File: src/rtl/alu_pkg.sv
// Shared ALU definitions: datapath width and the serial-op control states.
package alu_pkg;

  localparam int unsigned ALU_WIDTH = 8;

  typedef enum logic [1:0] {
    IDLE = 2'd0,
    RUN  = 2'd1,
    DONE = 2'd2
  } state_t;

endpackage : alu_pkg

File: src/rtl/full_subtractor_1b.sv
// 1-bit full subtractor (a - b - bin); borrow-chain twin of the ALU adder cell.
module full_subtractor_1b (
  input  logic a,
  input  logic b,
  input  logic bin,
  output logic d,
  output logic bout
);

  always_comb begin
    d    = a ^ b ^ bin;
    bout = (~a & b) | (~(a ^ b) & bin);
  end

endmodule : full_subtractor_1b

File: src/rtl/serial_subtractor_8b.sv
// Bit-serial subtractor: result = operand_a - operand_b, LSB first, one bit per clock.
// WIDTH must be at least 2.
module serial_subtractor_8b
  import alu_pkg::*;
#(
  parameter int unsigned WIDTH = ALU_WIDTH
) (
  input  logic             clk,
  input  logic             rst_n,
  input  logic             start,
  input  logic [WIDTH-1:0] operand_a,
  input  logic [WIDTH-1:0] operand_b,
  output logic             busy,
  output logic             done,
  output logic [WIDTH-1:0] result,
  output logic             borrow,
  output logic             zero,
  output logic             overflow
);

  localparam int unsigned CNT_W = $clog2(WIDTH) + 1;

  state_t             state;
  logic [WIDTH-1:0]   a_sr;
  logic [WIDTH-1:0]   b_sr;
  logic [WIDTH-1:0]   diff_sr;
  logic               a_msb;
  logic               b_msb;
  logic               bin_q;
  logic [CNT_W-1:0]   count;

  logic               d_c;
  logic               bout_c;
  logic               last_bit_c;
  logic [WIDTH-1:0]   diff_next_c;

  full_subtractor_1b u_fs (
    .a    (a_sr[0]),
    .b    (b_sr[0]),
    .bin  (bin_q),
    .d    (d_c),
    .bout (bout_c)
  );

  // Difference bits arrive LSB first, so they enter at the MSB and shift down.
  assign diff_next_c = {d_c, diff_sr[WIDTH-1:1]};
  assign last_bit_c  = (count == CNT_W'(WIDTH - 1));

  always_ff @(posedge clk or negedge rst_n) begin
    if (!rst_n) begin
      state    <= IDLE;
      a_sr     <= '0;
      b_sr     <= '0;
      diff_sr  <= '0;
      a_msb    <= 1'b0;
      b_msb    <= 1'b0;
      bin_q    <= 1'b0;
      count    <= '0;
      busy     <= 1'b0;
      done     <= 1'b0;
      result   <= '0;
      borrow   <= 1'b0;
      zero     <= 1'b0;
      overflow <= 1'b0;
    end else begin
      case (state)
        IDLE: begin
          if (start) begin
            a_sr  <= operand_a;
            b_sr  <= operand_b;
            a_msb <= operand_a[WIDTH-1];
            b_msb <= operand_b[WIDTH-1];
            bin_q <= 1'b0;
            count <= '0;
            busy  <= 1'b1;
            state <= RUN;
          end
        end

        RUN: begin
          a_sr    <= a_sr >> 1;
          b_sr    <= b_sr >> 1;
          diff_sr <= diff_next_c;
          bin_q   <= bout_c;
          count   <= count + CNT_W'(1);
          if (last_bit_c) begin
            // Final bit: d_c is the result sign, bout_c the unsigned borrow.
            result   <= diff_next_c;
            borrow   <= bout_c;
            zero     <= (diff_next_c == '0);
            overflow <= (a_msb != b_msb) && (d_c != a_msb);
            done     <= 1'b1;
            state    <= DONE;
          end
        end

        DONE: begin
          done  <= 1'b0;
          busy  <= 1'b0;
          state <= IDLE;
        end

        default: begin
          done  <= 1'b0;
          busy  <= 1'b0;
          state <= IDLE;
        end
      endcase
    end
  end

endmodule : serial_subtractor_8b

File: config.mk
export PLATFORM = sky130hd
export DESIGN_NAME = serial_subtractor_8b
export DESIGN_NICKNAME = d
export VERILOG_FILES = /design/src/rtl/alu_pkg.sv /design/src/rtl/full_subtractor_1b.sv /design/src/rtl/serial_subtractor_8b.sv
export SDC_FILE = /design/constraint.sdc
export NUM_CORES = 1
export LEC_CHECK = 0
export BUFFER_PORTS_ARGS = -buffer_cell sky130_fd_sc_hd__buf_2
export CORE_AREA = 2 2 71 56
export DETAILED_ROUTE_END_ITERATION = 10
export DIE_AREA = 0 0 73 58
export GPL_ROUTABILITY_DRIVEN = 0
export GPL_TIMING_DRIVEN = 0
export HOLD_SLACK_MARGIN = 0.1
export PLACE_DENSITY = 0.81
export REMOVE_ABC_BUFFERS = 1
export SKIP_LAST_GASP = 1
export SLEW_MARGIN = 10
export SYNTH_ARGS = -nofsm -noshare
export SYNTH_HDL_FRONTEND = slang
export SYNTH_SLANG_ARGS = --single-unit
File: constraint.sdc
create_clock -name clk -period 2.9 [get_ports clk]
set_input_delay 0 -clock clk [delete_from_list [all_inputs] [get_ports clk]]
set_output_delay 0 -clock clk [all_outputs]
set_load 0.1 [all_outputs]
; ---- Yosys cells after proc, flatten, opt, wreduce, memory -nomap -nowiden
; Index checks and enable logic that the tools add are counted.
[classes]
addsub = 1
eq_ne = 6
muxes = 15
bitwise_logic = 9
reduce_logical = 10
[op_table]
columns = cell, count
row1 = case mux 8 bit (2 select lines), 2
row2 = 2-to-1 mux 8 bit, 2
row3 = AND reduction 2 bit, 6
row4 = zero test 8 bit, 1
row5 = case mux 4 bit (2 select lines), 1
row6 = case mux 1 bit (2 select lines), 3
row7 = "adder 4 x 1 -> 4 bit, second input constant", 1
row8 = "equality test 4 x 3 -> 1 bit, second input constant", 1
row9 = 2-to-1 mux 2 bit, 2
row10 = 2-to-1 mux 4 bit, 1
row11 = "inequality test 2 bit, second input constant", 2
row12 = inverter 1 bit, 4
row13 = case mux 2 bit (2 select lines), 1
row14 = 2-to-1 mux 1 bit, 3
row15 = bitwise AND 1 bit, 2
row16 = "equality test 2 x 1 -> 1 bit, second input constant", 1
row17 = zero test 2 bit, 1
row18 = inequality test 1 bit, 2
row19 = nonzero test 2 bit, 1
row20 = XOR 1 bit, 2
row21 = logical AND 1 bit, 1
row22 = bitwise OR 1 bit, 1
[word_totals]
regBits = 46
input_bits = 19
output_inout_bits = 13
wordCells = 55

; ---- Depth between registers and ports, before layout
; Gate-level depths: netlist of the first run.
[depth]
word_depth = 5
ltp_mapped = 5
depth_no_buf = 5

; ---- By module
; From an unflattened synthesis of the first run, not the netlist that was laid out.
[unflattened]
hier_cells = 186
hier_area_um2 = 2006.9
[by_module_without_submodules]
columns = module, instances, cells_each, area_each_um2, seq_area_each_um2
row1 = serial_subtractor_8b, 1, 182, 1975.6, 1126.1
row2 = full_subtractor_1b, 1, 4, 31.3, 0.0

; ---- Worst setup path before layout of the first run
; Ideal clock, no wire load.
[synth_path]
path_type = reg-to-reg
start = register b_sr[0]
end = register overflow
setup_time_ns = 0.128
t_arrival_ns = 1.325
required_ns = 2.772
slack_ns = 1.447
stages_incl_launch_ff = 5
n_path_buf = 0
synth_period_minus_slack_ns = 1.453
path_cell_list = dfrtp_1 > inv_1 > fa_1 > o22ai_1 > mux2_1
[synth_between]
elab_chain_cells = 4
[synth_rtl]
columns = element, line_no
row1 = start: declaration, serial_subtractor_8b.sv:25  ; logic [WIDTH-1:0] b_sr;
row2 = start signal: assignment, serial_subtractor_8b.sv:70  ; b_sr <= operand_b;
row3 = start signal: assignment, serial_subtractor_8b.sv:82  ; b_sr <= b_sr >> 1;
row4 = XOR 1 bit (2 in a row), full_subtractor_1b.sv:11  ; d = a ^ b ^ bin;
row5 = net d_c, serial_subtractor_8b.sv:32  ; logic d_c;
row6 = inequality test 1 bit, serial_subtractor_8b.sv:91  ; overflow <= (a_msb != b_msb) && (d_c != a_msb);
row7 = logical AND 1 bit, serial_subtractor_8b.sv:91
row8 = end signal: assignment, serial_subtractor_8b.sv:91
row9 = end: declaration, serial_subtractor_8b.sv:18  ; output logic overflow
; The timed path passes the listed nets, and every way through them passes these cells.
; A chain may end at the register's enable or synchronous reset.

; ---- Worst setup path in the final report of the first run
[layout_path]
start = register state[1]
end = register a_msb
[layout_between]
elab_chain_cells = 2
[layout_rtl]
columns = element, line_no
row1 = start: declaration, serial_subtractor_8b.sv:23  ; state_t state;
row2 = start signal: assignment, serial_subtractor_8b.sv:51  ; state <= IDLE;
row3 = start signal: assignment, serial_subtractor_8b.sv:76  ; state <= RUN;
row4 = start signal: assignment, serial_subtractor_8b.sv:93  ; state <= DONE;
row5 = zero test 2 bit, serial_subtractor_8b.sv:66  ; case (state)
row6 = AND reduction 2 bit (no source line), -
row7 = end signal: assignment, serial_subtractor_8b.sv:71  ; a_msb <= operand_a[WIDTH-1];
row8 = end: declaration, serial_subtractor_8b.sv:27  ; logic a_msb;
; Every way passes these cells.

==> results of run 1 <==
==> flip-flops by register name (all words and copies together) (netlist names) <==
signal	count
busy	1
b_sr	8
done	1
result	8
borrow	1
bin_q	1
a_sr	8
a_msb	1
state	2
b_msb	1
diff_sr	7
zero	1
overflow	1
count	4
==> repair_timing <==
| item | in CTS | in global routing |
|---|---|---|
| setup endpoints to repair | 0 | 0 |
| gates resized for setup | 0 | 0 |
| hold endpoints to repair | 63 | 0 |
| buffers inserted | 0 | 0 |
| hold buffers | 17 | 0 |
==> worst min-delay path, stage by stage <==
cell and delay (ps):
buf_2 210, a21oi_1 190, nor2_1 50
==> cells in the final DEF, fill, tap and decap left out, drive strengths merged, types with 2 or more instances in the layout <==
master and count:
a21oi 17, inv 6, and2b 5, nor2b 12
dfrtp 45, nand3 2, a22oi 14, mux2i 3
clkbuf 7, o21ai 19, dlygate4sd3 17, nand2b 2
nor4 2, nand2 30, buf 31, mux2 11
nor2 3
==> through the flow <==
| step | hold WS, ps | utilization, % | power [mW] | instances | setup slack (ps) |
|---|---|---|---|---|---|
| floorplan | -296 | - | 2.26 | 181 | 1010 |
| global placement | 216 | 61.5 | 2.54 | 254 | 509 |
| CTS | 193 | 69.2 | 3.02 | 279 | 463 |
| detailed placement | 202 | 61.5 | 2.58 | 254 | 482 |
| finish | 195 | 69.2 | 3.01 | 279 | 466 |
| global route | 216 | 69.2 | 3.20 | 279 | 354 |
==> worst max-delay path by stage <==
stage	from	to	slack, ps	cells after the start
after floorplan	state[1]$_DFFE_PN0P_	a_msb$_DFFE_PN0P_	1010	3
after global placement	state[0]$_DFFE_PN0P_	b_sr[1]$_DFFE_PN0P_	510	3
after detailed placement	state[1]$_DFFE_PN0P_	a_msb$_DFFE_PN0P_	480	3
after CTS	state[1]$_DFFE_PN0P_	a_msb$_DFFE_PN0P_	460	3
after global routing	state[1]$_DFFE_PN0P_	a_msb$_DFFE_PN0P_	350	3
final	state[1]$_DFFE_PN0P_	a_msb$_DFFE_PN0P_	470	3
==> kinds of logic after synthesis <==
kind of cell | Yosys count | share of synthesized area, %
AO/OA/AOI/OAI | 56 | 16.4
multiplexers | 14 | 7.58
adder cells (fa/ha/maj) | 2 | 1.60
buffers and inverters | 17 | 4.13
flip-flops | 45 | 55.5
AND/OR/NAND/NOR | 58 | 14.8
==> area by class of cell <==
type                            instances  area [µm²]
Clock inverter                          1        5.00
Timing Repair Buffer                   48         325
Fill cell                             259        1090
Tap cell                               42        52.6
Clock buffer                            7        96.3
Multi-Input combinational cell        130         823
Sequential cell                        45        1130
Inverter                                6        22.5
==> layer usage <==
layer	share of wire (%)	routed length (µm)	track usage [%]	vias to the layer above
li1	-	-	-	750
met1	46	1910	29.6	751
met2	47	1930	32.8	39
met3	3.6	149	4.52	13
met4	3.1	128	12.4	0
met5	0	0	0	-
==> power by group through the flow <==
| stage | combinational, mW | clock [mW] | sequential (mW) |
|---|---|---|---|
| finish | 1.45 | 0.416 | 1.15 |
| detailed placement | 1.43 | 0 | 1.15 |
| CTS | 1.45 | 0.418 | 1.15 |
| floorplan | 0.570 | 0 | 1.69 |
| global placement | 1.40 | 0 | 1.14 |
| global route | 1.56 | 0.446 | 1.19 |
==> flow_summary.ini, run 1 <==
[setup_path]
r2r_start = state[1]$_DFFE_PN0P_
crit_family = simple AND/OR/NAND/NOR gates
critPathRequiredTime_ps = 3080
max_stage_delay_ps = 1030
rrSetupSlack_ps = 470
r2r_end = a_msb$_DFFE_PN0P_
cp_slowest_cell = nor2b_1
worst_ep_arrival_time_ps = 2610
cp-start-kind = register
cp.buffers_inverters = 0
worstPathMaxFanout = 23
crit_chain = nor2b_1 > and2_1 > mux2_2
reg2regPathDepth = 3
worst_setup_path_end_kind = register
path_class = reg -> reg

[global_routing]
grt_pass1_wl_um = 6910
grt_pass1_vias = 1534
track_usage_pct = 21.8
antenna_found_initial = 0
overflow = 0
grt_max_degree = 46

[clock_network]
htreeDepth = 2
cts_buffers = 5
root_buffer = clkbuf_8
cts_tree = yes
clk_path_buf_depth = 2
clock_latency_ps = 290
cts.sinks = 45
clk_pin_slew_ps = 80

[detailed_routing]
route.detailed.drc = 0
wire_per_inst_um = 14.7
ant_nets = 0
routed_wl_um = 4110
firstDrtPassIters = 4
first_iter_violations = 85
viasPerCell = 5.57
vias = 1553

[sta]
drv_slew = 0
period_needed_ps = 2430
fmax_mhz = 411
rsz0062_at_grt = no
finClkSkew_ps = 7.70
hold_viol = 0
slew_headroom_pct = 21.5
finalSetupTns_ps = 0
setup_viol = 0
timing.final.crit_share_pct = 83.9
tightest_slew_ps = 1170

[final_layout]
nNetsFinal = 257
final_layout_size_suffix_gt1_share_pct = 19.8
syn_to_final_growth_pct = 20.7
final_cell_area_um2 = 2450
n_antenna_cell = 0

[pwr]
leakage_nw = 1.16
p_comb_share_pct = 48.0
power_density_nw_per_um2 = 1230
vdd_drop_max_mv = 0.993
seqPwrFrac_pct = 38.1
p_sw_mw = 1.49
power_frac_clock_pct = 13.8
p_int_mw = 1.52
swShare_pct = 49.6

[outcome]
status = completed

[logic_synthesis]
yosys.area.top_type = dfrtp_1
synthDistinctLibCells = 30
synth_warnings = 0
synth_common_cells = dfrtp_1, nand2_1, o21ai_0
synth-edff-count = 0
async_reset_ff_share_pct = 100
ys_ff_latch = 45
synth_area_leaders = dfrtp_1, nand2_1, a22oi_1
syn_inst = 192
synthFlopType = dfrtp_1
syn_avg_cell_area_um2 = 10.6
synth-seq-area-share_pct = 55.5
yosysTopAreaCellShare_pct = 55.5
synth.most_common_cell = dfrtp_1
netlist_area_um2 = 2030

[min_path]
holdPathStages = 3
min_to = busy$_DFFE_PN0P_
hold_class = in -> reg
min_from = start

[floorplan]
ios = 32
core_area_um2 = 3540
die_x_um = 73
start_util_pct = 57.3
die_h_um = 58
row_count = 19
die_area_um2 = 4230

[job]
drv_cap = 0

[placement]
dpl.hpwl_um = 2450
place_area_um2 = 2180
port_buffers = 31
No activity file was read; power rests on OpenSTA's default activity.
==> run 2, diff against run 1 <==
- CORE_AREA: 2 2 71 56 -> 2 2 74 58
- DIE_AREA: 0 0 73 58 -> 0 0 76 60
- PLACE_DENSITY: 0.81 -> 0.76
- clock period: 2.9 -> 2.4 ns (I/O delays scaled with it)
==> run 2 against run 1 <==
  * First-iteration DRC count is 22% lower
  * Utilization shrank 5.5 points
  * Wire length is 6.0% lower
  * Hold slack improved by 31 ps
  * Global-route usage is 2.9 points lower
  * Power rose by 20%
  * Register-to-register slack got worse by 200 ps
  * Largest power group unchanged
==> flow_summary.ini, run 2 (synthesis results as in run 1) <==
[outcome]
status = completed

[clock_network]
clk_pin_slew_ps = 70
cts_tree = yes
cts.sinks = 45
clk_path_buf_depth = 2
clock_latency_ps = 280
root_buffer = clkbuf_8
htreeDepth = 2
cts_buffers = 5

[setup_path]
crit_chain = nand2b_4 > nor3_4 > mux2_2
max_stage_delay_ps = 670
path_class = reg -> reg
critPathRequiredTime_ps = 2570
cp-start-kind = register
rrSetupSlack_ps = 260
crit_family = simple AND/OR/NAND/NOR gates
cp.buffers_inverters = 0
cp_slowest_cell = dfrtp_1
worst_setup_path_end_kind = register
worstPathMaxFanout = 23
worst_ep_arrival_time_ps = 2310

[floorplan]
ios = 32
row_count = 20
die_h_um = 60
die_x_um = 76
die_area_um2 = 4560
core_area_um2 = 3880
start_util_pct = 52.4

[pwr]
leakage_nw = 1.16
swShare_pct = 49.3
p_comb_share_pct = 49.0
power_density_nw_per_um2 = 1460
total_power_mw = 3.61
vdd_drop_max_mv = 1.02
seqPwrFrac_pct = 38.5
power_frac_clock_pct = 12.5
p_sw_mw = 1.78
p_int_mw = 1.83

[final_layout]
nNetsFinal = 258
n_antenna_cell = 0
final_layout_size_suffix_gt1_share_pct = 19.8
syn_to_final_growth_pct = 21.6
layout_common_cells = dfrtp_1, buf_2, nand2_1
layout_commonest_cell = dfrtp_1
reg.largest.list = a_sr x8, b_sr x8, result x8

[global_routing]
grt_pass1_wl_um = 6750
track_usage_pct = 18.9
overflow = 0
antenna_found_initial = 0
grt_pass1_vias = 1489
grt_max_degree = 46

[placement]
dpl.hpwl_um = 2410
port_buffers = 31

[detailed_routing]
viasPerCell = 5.24
ant_nets = 0
vias = 1529
wire_per_inst_um = 13.2
route.detailed.drc = 0
routed_wl_um = 3870
firstDrtPassIters = 4
first_iter_violations = 66

[sta]
fmax_mhz = 468
period_needed_ps = 2140
finalSetupTns_ps = 0
timing.final.crit_share_pct = 89.0
rsz0062_at_grt = no
drv_slew = 0
finClkSkew_ps = 2.41
tightest_slew_ps = 973
setup_viol = 0
hold_viol = 0
slew_headroom_pct = 35.2
hold_slack_ps = 225

[min_path]
hold_class = in -> reg

[job]
drv_cap = 0
## run 2: changes by cell type in the layout (fill, tap and decap cells not counted), sizes merged
cell / change
clkinv: -1
buf: +1
## run 2: area by class of cell
| type | instances | area (µm²) |
|---|---|---|
| Clock buffer | 7 | 86.3 |
| Fill cell | 330 | 1410 |
| Inverter | 6 | 22.5 |
| Multi-Input combinational cell | 130 | 826 |
| Sequential cell | 45 | 1130 |
| Tap cell | 55 | 68.8 |
| Timing Repair Buffer | 49 | 340 |
## run 2: power by group through the flow
stage	registers (mW)	clock network, mW	logic, mW
2_1_floorplan	2.04	0	0.689
3_3_place_gp	1.39	0	1.69
3_5_place_dp	1.39	0	1.75
4_1_cts	1.39	0.467	1.78
5_1_grt	1.44	0.500	1.91
6_report	1.39	0.451	1.77
## run 2: worst reg2reg max path, cell delays in order (launching register included)
cell	delay (ps)
dfrtp_1	670
nand2b_4	340
nor3_4	610
mux2_2	410
## run 2: per-stage QoR
step	instance area, µm²	instances	setup slack, ps	utilization (%)
after CTS	2470	292	257	63.7
final	2470	292	264	63.7
after global placement	2190	267	-26.4	56.5
after detailed placement	2210	268	20.0	57.0
after floorplan	1970	181	508	-
after global routing	2470	292	123	63.7
## run 2: final timing paths
| check | from | to | cells after the start |
|---|---|---|---|
| setup / recovery | state[1]$_DFFE_PN0P_ | result[5]$_DFFE_PN0P_ | 3 |
| hold / removal | start | busy$_DFFE_PN0P_ | 3 |
| setup reg to reg | state[1]$_DFFE_PN0P_ | result[5]$_DFFE_PN0P_ | 3 |
| hold reg to reg | result[4]$_DFFE_PN0P_ | result[4]$_DFFE_PN0P_ | 1 |
| max in group asynchronous | rst_n | a_sr[4]$_DFFE_PN0P_ | 2 |
| min in group asynchronous | rst_n | result[0]$_DFFE_PN0P_ | 2 |
## run 2: what timing repair did
action / 4_1_cts / 5_1_grt
hold buffers: 17 / 0
endpoints found under the hold margin: 63 / 0
setup endpoints to repair: 1 / 0
buffers inserted: 0 / 0
gates resized for setup: 1 / 0
## run 2: per-layer routing
layer / vias to the layer above / wire (µm) / track usage, %
met5: - / 0 / 0
met4: 0 / 62 / 7.01
met3: 8 / 116 / 3.78
met2: 23 / 1760 / 31.3
met1: 740 / 1930 / 25.6
li1: 758 / - / -
